--- src/rtl/regfile_pkg.sv ---
// Shared types and sizes for the 8-entry register file and its 2-port arbiter.
package regfile_pkg;

    localparam int DATA_W    = 5;
    localparam int ADDR_W    = 3;
    localparam int NUM_REGS  = 2 ** ADDR_W;
    localparam int NUM_PORTS = 2;

    localparam int PORT_CORE = 0;
    localparam int PORT_DBG  = 1;

    typedef logic [DATA_W-1:0] reg_data_t;
    typedef logic [ADDR_W-1:0] reg_addr_t;

    typedef struct packed {
        logic      we;
        reg_addr_t addr;
        reg_data_t wdata;
    } req_t;

endpackage

--- src/rtl/regfile_arbiter_rr_arb2.sv ---
// Two-way grant logic for the register file ports.
// ARB_ROUND_ROBIN_EN selects round-robin; otherwise port 0 has fixed priority.
module rr_arb2
    import regfile_pkg::*;
(
`ifdef ARB_ROUND_ROBIN_EN
    input  logic                 clk,
    input  logic                 rst,
`endif
    input  logic [NUM_PORTS-1:0] req_valid,
    output logic [NUM_PORTS-1:0] grant,
    output logic                 busy
);

    assign busy = &req_valid;

`ifdef ARB_ROUND_ROBIN_EN
    // Resets to port 1 so that port 0 wins the first contention.
    logic last_grant;

    always_ff @(posedge clk or posedge rst) begin
        if (rst) begin
            last_grant <= 1'b1;
        end else if (|grant) begin
            last_grant <= grant[PORT_DBG];
        end
    end

    always_comb begin
        grant = '0;
        if (busy) begin
            grant[PORT_CORE] = last_grant;
            grant[PORT_DBG]  = ~last_grant;
        end else begin
            grant = req_valid;
        end
    end
`else
    always_comb begin
        grant            = '0;
        grant[PORT_CORE] = req_valid[PORT_CORE];
        grant[PORT_DBG]  = req_valid[PORT_DBG] & ~req_valid[PORT_CORE];
    end
`endif

endmodule

--- src/rtl/regfile_arbiter.sv ---
// 8-entry register file shared by the core port (0) and the debug port (1).
// Arbitration mode follows ARB_ROUND_ROBIN_EN (see rr_arb2).
module regfile_arbiter
    import regfile_pkg::*;
#(
    parameter reg_data_t RESET_R0 = reg_data_t'(1)
) (
    input  logic                          clk,
    input  logic                          rst,
    input  logic [NUM_PORTS-1:0]          req_valid,
    output logic [NUM_PORTS-1:0]          req_ready,
    input  logic [NUM_PORTS-1:0]          req_we,
    input  logic [NUM_PORTS*ADDR_W-1:0]   req_addr,
    input  logic [NUM_PORTS*DATA_W-1:0]   req_wdata,
    output logic [NUM_PORTS-1:0]          rsp_valid,
    output logic [DATA_W-1:0]             rsp_rdata,
    output logic                          busy
);

    req_t                 req [NUM_PORTS];
    req_t                 gsel;
    logic [NUM_PORTS-1:0] grant;
    logic                 xfer;
    reg_data_t            regs [NUM_REGS];

    always_comb begin
        for (int p = 0; p < NUM_PORTS; p++) begin
            req[p].we    = req_we[p];
            req[p].addr  = req_addr[p*ADDR_W +: ADDR_W];
            req[p].wdata = req_wdata[p*DATA_W +: DATA_W];
        end
    end

    rr_arb2 u_arb (
`ifdef ARB_ROUND_ROBIN_EN
        .clk       (clk),
        .rst       (rst),
`endif
        .req_valid (req_valid),
        .grant     (grant),
        .busy      (busy)
    );

    assign req_ready = grant;
    assign xfer      = |grant;
    assign gsel      = req[grant[PORT_DBG]];

    always_ff @(posedge clk or posedge rst) begin
        if (rst) begin
            for (int i = 0; i < NUM_REGS; i++) begin
                regs[i] <= (i == 0) ? RESET_R0 : '0;
            end
        end else if (xfer && gsel.we) begin
            regs[gsel.addr] <= gsel.wdata;
        end
    end

    // rsp_rdata only moves on a read transfer, so it holds between responses.
    always_ff @(posedge clk or posedge rst) begin
        if (rst) begin
            rsp_valid <= '0;
            rsp_rdata <= '0;
        end else begin
            rsp_valid <= grant & {NUM_PORTS{~gsel.we}};
            if (xfer && !gsel.we) begin
                rsp_rdata <= regs[gsel.addr];
            end
        end
    end

endmodule

--- config.mk ---
export PLATFORM = sky130hd
export DESIGN_NAME = regfile_arbiter
export DESIGN_NICKNAME = d
export VERILOG_FILES = /design/src/rtl/regfile_pkg.sv /design/src/rtl/regfile_arbiter_rr_arb2.sv /design/src/rtl/regfile_arbiter.sv
export SDC_FILE = /design/constraint.sdc
export NUM_CORES = 1
export LEC_CHECK = 0
export CORE_ASPECT_RATIO = 1.25
export CORE_MARGIN = 2
export CORE_UTILIZATION = 55
export CTS_CLUSTER_SIZE = 30
export DETAILED_ROUTE_END_ITERATION = 8
export PLACE_DENSITY_LB_ADDON = 0.05
export RECOVER_POWER = 100
export SLEW_MARGIN = 20
export SYNTH_ARGS = -nofsm -noshare
export SYNTH_HDL_FRONTEND = slang
export SYNTH_HIERARCHICAL = 1
export SYNTH_SLANG_ARGS = --single-unit
--- constraint.sdc ---
create_clock -name clk -period 1.7 [get_ports clk]
set_clock_uncertainty 0.15 [all_clocks]
set_input_delay 0.17 -clock clk [delete_from_list [all_inputs] [get_ports clk]]
set_output_delay 0.17 -clock clk [all_outputs]
set_load 0.01 [all_outputs]
==> results of run 1 <==
==> cells by family (layout without fill, tap and decap cells) <==
group | Yosys count | in the layout | synth area share, %
compound gates | 26 | 26 | 11.6
flops | 47 | 47 | 48.4
buf+inv | 7 | 71 | 2.52
mux | 66 | 66 | 30.0
simple gates | 26 | 27 | 7.56
==> what timing repair did <==
item,CTS,global route
gates resized for setup,21,6
pin swaps,6,4
buffers inserted,5,0
endpoints found under the hold margin,0,0
cloned,3,0
endpoints found under the setup margin,47,25
==> per-layer routing <==
| layer | part of all wire [%] | routed length (um) |
|---|---|---|
| met4 | 1.7 | 97 |
| met2 | 49 | 2740 |
| met1 | 45 | 2530 |
| met5 | 0 | 0 |
| met3 | 4.0 | 226 |
==> worst min-delay path, stage by stage <==
cell and delay (ns):
buf_2 0.09, buf_4 0.12, o21a_1 0.11
==> layout by cell type (no fill, tap or decap), types with 2 or more instances in the layout <==
cell type,n
mux2_4,5
dfrtp_1,46
mux2_2,29
nand2_1,3
clkdlybuf4s50_1,16
and2b_1,3
o22a_1,10
mux2_1,11
a31oi_4,2
buf_16,2
buf_6,4
clkbuf_2,3
mux2i_4,2
mux2i_2,3
nor2_4,2
nand2_2,2
dlymetal6s2s_1,2
buf_4,19
dlygate4sd3_1,9
nand2b_1,2
buf_2,2
nor2_1,7
a31oi_1,5
dlygate4sd2_1,2
mux2i_1,16
clkbuf_1,3
clkbuf_8,6
==> sequential cells by signal, indices dropped and copies added (netlist names) <==
name,flops
regs,40
rsp_rdata,5
rsp_valid,2
==> where the power goes <==
part           internal [mW]  switching (mW)  leakage (nW)
Combinational          0.571           0.379         0.807
Clock                  0.328           0.361        0.0482
Sequential              1.46           0.194         0.571
==> cell type report <==
class / instances / area (um2)
timing repair buffer: 62 / 576
inverter: 1 / 3.75
multi-input combinational: 119 / 1230
tap: 58 / 72.6
sequential: 47 / 1180
clock buffer: 7 / 86.3
fill: 322 / 1180
clock inverter: 1 / 5.00
==> worst paths after layout <==
kind / to / slack [ns] / from
setup / recovery: rsp_rdata[0] / 0.06 / req_valid[0]
hold / removal: rsp_valid[0] / 0.08 / req_valid[0]
setup reg to reg: rsp_rdata[0] / 0.43 / regs[35]
hold reg to reg: regs[14] / 0.34 / regs[14]
max in group asynchronous: regs[37] / 0.33 / rst
min in group asynchronous: regs[7] / 0.39 / rst
==> metrics by stage <==
stage	power (mW)	hold slack, ns	instance area (um2)	setup WS [ns]
floorplan	2.23	0.243	2470	-0.0286
global placement	2.54	0.319	3000	-0.654
detailed placement	2.59	0.332	3000	-0.671
CTS	3.36	0.0779	3230	0.00000466
global route	3.46	0.131	3150	-0.00785
finish	3.29	0.0809	3150	0.0591
==> metrics, run 1 <==
via/cell ratio ~5.5; Worst VDD drop around 0.00086 V; syn avg cell area 14.1 um2; wire per inst 18.9 um; antenna violations before repair 0; port bufs 31; Fmax just over 600 MHz; ranking of synthesized cells by area dfrtp_1 (47%), mux2_2 (18%), mux2i_1 (8.2%); layout net count between 200 and 300; crit path kind in -> reg; Seq cells post-synth 47; synthesis-to-layout area growth 29.4%; syn_nets 194; Die Ht roughly 80 um; clk buf depth 2; TNS Setup 0 ns; layout cells sized above 1 about two fifths; fin util 72.8%; Max H-tree Level 2; Netlist cell types 35; CTS Hold Bufs 0; grt met2 use slightly above 40%; CP arrival around 1.7 ns; Clk Latency, worst-skew pair ~0.30 ns; pwr dens 1050 nW/um2; Ant. Diodes 0; root buffer cell clkbuf_8; CTS Buf Count 5; main flop type after synthesis dfrtp_1; Hold WC Path Type in -> reg; global-route wire length before repair ~9.3 mm; Critical Path Fanout Max 9; Hold Crit Depth 3; Pre-antenna DRT Iters 4; worst path required time 1.71 ns; Final min period 1.64 ns; count leader, synth dfrtp_1; Reg clk slew, reported paths 0.08 ns; Starting Density a little under three fifths; Finished Layout Cells just under 300; Critical Path Sink Type flop; clk sink count 47; Worst path slowest cell mux2i_4; CP peak stage delay about 0.33 ns; Synth top area share 47.3%; Post-synth EDFFs 0; dpl cells 280; grt peak-use layer met2; Post-DRT Antenna Nets 0; vias in the first global route around 1800; max_cap viols 0; site row count 27; Die Width about 63 um; ys async rst share 100%; top cells by count, synth dfrtp_1 (46), mux2_2 (39), mux2i_1 (20); Max Slew Vio Count 0; Crit path depth 8; Netlist Area Pre-Place 2430 um2; Worst Max-Slew Pin Slew approximately 1.1 ns; GRT Overall Usage approximately a quarter; DIE AREA roughly 5000 um2; Crit path max-delay family multiplexers; ratio of final minimum period to clock period between 90% and 100%; critical-path cell list buf_2, and2b_4, mux2i_4, buf_6, buf_16, mux2i_2, o22a_1, a31oi_1; io pins 32; GR Overflow Total 0; DP HPWL approximately 3.8 mm; Ys Warns 6; GP Congestion just under 0.9; Crit path buffers/inverters 3; R2R depth 3; startpoint types input pin; cell count after synthesis roughly 170; drt total wl approximately 5.6 mm; Fin. Hold Viols 0; DR iter-0 viols roughly 110; status completed; # DRC 0; CTS tree done; sequential area share after synthesis around half; final setup vio count 0; placeable core area ~4300 um2; Vias approximately 1600; Synth area leader dfrtp_1; largest net degree at the start of global routing 48; M1 GR Usage roughly a third; Pleak around 1.4 nW; met3 Resource Use GR 5.16%; relative slew slack approximately 24%
(Power assumes the default switching activity.)
==> run 2, diff against run 1 <==
--- a/config.mk
+++ b/config.mk
@@ -7,7 +7,8 @@
 export LEC_CHECK = 0
 export CORE_ASPECT_RATIO = 1.25
 export CORE_MARGIN = 2
-export CORE_UTILIZATION = 55
+export CORE_UTILIZATION = 57
+export CTS_BUF_LIST = sky130_fd_sc_hd__clkbuf_8
 export CTS_CLUSTER_SIZE = 30
 export DETAILED_ROUTE_END_ITERATION = 8
 export PLACE_DENSITY_LB_ADDON = 0.05
==> run 2 against run 1 <==
The run now ends with negative setup slack left. Routed wire length increased by 16%. Combinational power grew 9%. Count of clock-buffer cells in the layout is the same. Largest power group unchanged.
==> metrics, run 2 (synthesized netlist as in run 1, its figures left out) <==
Max Slew Vio Count 0 (unchanged); Reg clk slew, reported paths 0.09 ns (about the same); Vias 1748 (+7.0%); Internal Dissipation 2.43 mW (+3.1%); Reg2Reg Setup Slack 0.40 ns (-0.03 ns); Starting Density 59.4% (+3.1 points); switching fraction of total power 30.0% (+1.6 points); via/cell ratio 5.95 (+7.4%); Finished Layout Cells 294 (-0.34%); Fmax 567 MHz (-7.0%); DIE AREA 4810 um2 (-3.3%); worst path required time 1.74 ns (+0.03 ns); synthesis-to-layout area growth 33.3%; Critical Path Sink Type flop; critical-path cell list buf_2, and2b_4, mux2i_4, buf_12, buf_12, buf_12, mux2i_1, o22a_1, a31oi_1; Post-DRT Antenna Nets 0 (unchanged); commonest non-fill, non-tap cell in the layout dfrtp_1; fin util 79.1% (+6.3 points); Cell Area, Placed 3050 um2 (+1.7%); Crit path buffers/inverters 4 (+1); crit path kind in -> reg; clk sink count 47 (unchanged); TNS Setup -0.0639 ns (-0.0639 ns); Die Ht 77.1 um (-1.7%); Worst Max-Slew Pin Slew 0.386 ns (-0.748 ns); commonest cells after routing, fill and taps aside dfrtp_1 (46), mux2_2 (29), mux2_1 (15), buf_4 (15), clkdlybuf4s50_1 (13); R2R depth 3 (unchanged); status finished, violations left; site row count 26 (-3.7%); placeable core area 4100 um2 (-5.2%); final setup margin -0.0639 ns (-0.123 ns); drt total wl 6.49 mm (+16%); worst slack at placement -0.629 ns (+0.0426 ns); GRT Overall Usage 29.0% (+4.1 points); clk buf depth 2 (unchanged); Die Width 62.4 um (-1.7%); CTS Buf Count 5 (unchanged); antenna violations before repair 0 (unchanged); Largest regs regs (40), rsp_rdata (5), rsp_valid (2); Critical Path Fanout Max 5 (-4); GP Congestion 0.875 (about the same); Worst Hold Slack 0.130 ns (+0.0495 ns); reg2reg end rsp_rdata[0]; CTS tree done; wire per inst 22.1 um (+17%); Pre-antenna DRT Iters 4 (unchanged); port bufs 31 (unchanged); worst reg2reg startpoint regs[35]; Worst path slowest cell mux2i_4; GR Overflow Total 0 (unchanged); top routing layer used met4; relative slew slack 74.3% (+50 points); final setup vio count 1 (+1); hold worst-path end rsp_valid[0]; Reg with most FFs regs; Ant. Diodes 0 (unchanged); hold path startpoint req_valid[0]; fillers 260 (-19%); CP arrival 1.80 ns (+0.15 ns); Hold WC Path Type in -> reg; global-route wire length before repair 10.4 mm (+12%); total power draw 3.47 mW (+5.4%); NetSw 1.04 mW (+11%); crit-path most repeated cell buf_12; layout cells sized above 1 41.2% (+1.5 points); root buffer cell clkbuf_8; max reg flops 40 (unchanged); Hold Crit Depth 3 (unchanged); startpoint types input pin; Crit path max-delay family multiplexers; metal3 WL 293 um (+30%); pwr dens 1070 nW/um2 (+2.3%); layout net count 259 (+0.39%); DR iter-0 viols 88 (-19%); Met2 Wirelength 3.49 mm (+28%); Worst VDD drop 0.000930 V (+7.9%); largest net degree at the start of global routing 28 (-42%); Max H-tree Level 2 (unchanged); Metal-1 WL 2.47 mm (-2.2%); CP peak stage delay 0.30 ns (-0.03 ns); post-route cell area 3240 um2 (+3.0%); failing checks negative setup slack; # DRC 0 (unchanged); max_cap viols 0 (unchanged); combinational share of power 29.8% (+0.9 points); dpl cells 280 (unchanged); io pins 32 (unchanged); Fin. Hold Viols 0 (unchanged); Sequential Power Share 49.4% (-0.8 points); vias in the first global route 1916 (+8.1%); ratio of final minimum period to clock period 104% (+7.2 points); Clk Latency, worst-skew pair 0.30 ns (about the same); clock share of power 20.8% (about the same); Pleak 1.44 nW (+0.64%); Final min period 1.76 ns (+0.123 ns); DP HPWL 4.28 mm (+12%)
-- run 2: cell count changes in the layout (fill, tap and decap cells not counted), sizes merged, moves of 2 or more --
| cell | previous run | this run |
|---|---|---|
| buf | 27 | 25 |
| clkbuf | 13 | 15 |
| clkdlybuf4s50 | 16 | 13 |
| dlygate4sd3 | 9 | 11 |
-- run 2: repair_timing --
item | 4_1_cts | 5_1_grt
hold buffers | 1 | 0
setup endpoints to repair | 47 | 22
gates cloned | 2 | 0
setup buffers | 3 | 0
resized for setup | 26 | 9
pin swaps | 8 | 4
endpoints found under the hold margin | 5 | 0
-- run 2: how the worst max path moves through the flow --
| stage | from | end | slack [ns] | cells past startpoint |
|---|---|---|---|---|
| 2_1_floorplan | req_valid[0] | regs[30] | -0.03 | 6 |
| 3_3_place_gp | req_valid[0] | regs[24] | -0.57 | 7 |
| 3_5_place_dp | req_valid[0] | regs[23] | -0.63 | 7 |
| 4_1_cts | req_addr[0] | rsp_rdata[2] | 0.0006 | 9 |
| 5_1_grt | req_valid[0] | rsp_rdata[1] | -0.08 | 9 |
| 6_report | req_valid[0] | rsp_rdata[1] | -0.06 | 9 |
-- run 2: power by group through the flow --
| stage | Sequential [mW] | Combinational (mW) | Clock, mW |
|---|---|---|---|
| floorplan | 1.61 | 0.620 | 0 |
| global placement | 1.63 | 0.929 | 0 |
| detailed placement | 1.66 | 0.978 | 0 |
| CTS | 1.69 | 1.10 | 0.726 |
| global route | 1.74 | 1.10 | 0.780 |
| finish | 1.71 | 1.04 | 0.722 |
-- run 2: per-layer routing --
layer	up-vias	global-route usage, %
li1	772	-
met1	894	35.4
met2	62	50.4
met3	20	5.57
met4	0	11.6
met5	-	0
-- run 2: cell type report --
type / instances / area, um2 / share of cell area, %
clock buffer: 7 / 96.3 / 2.97
clock inverter: 1 / 3.75 / 0.116
inverter: 1 / 3.75 / 0.116
multi-input combinational: 119 / 1250 / 38.6
sequential: 47 / 1180 / 36.3
tap: 56 / 70.1 / 2.16
timing repair buffer: 63 / 639 / 19.7
-- run 2: worst register-to-register path, delay by kind of cell (launching register included) --
kind / cells / cell delay (ns)
AOI/OAI and AO/OA: 2 / 0.44
DFF: 1 / 0.54
muxes: 1 / 0.07
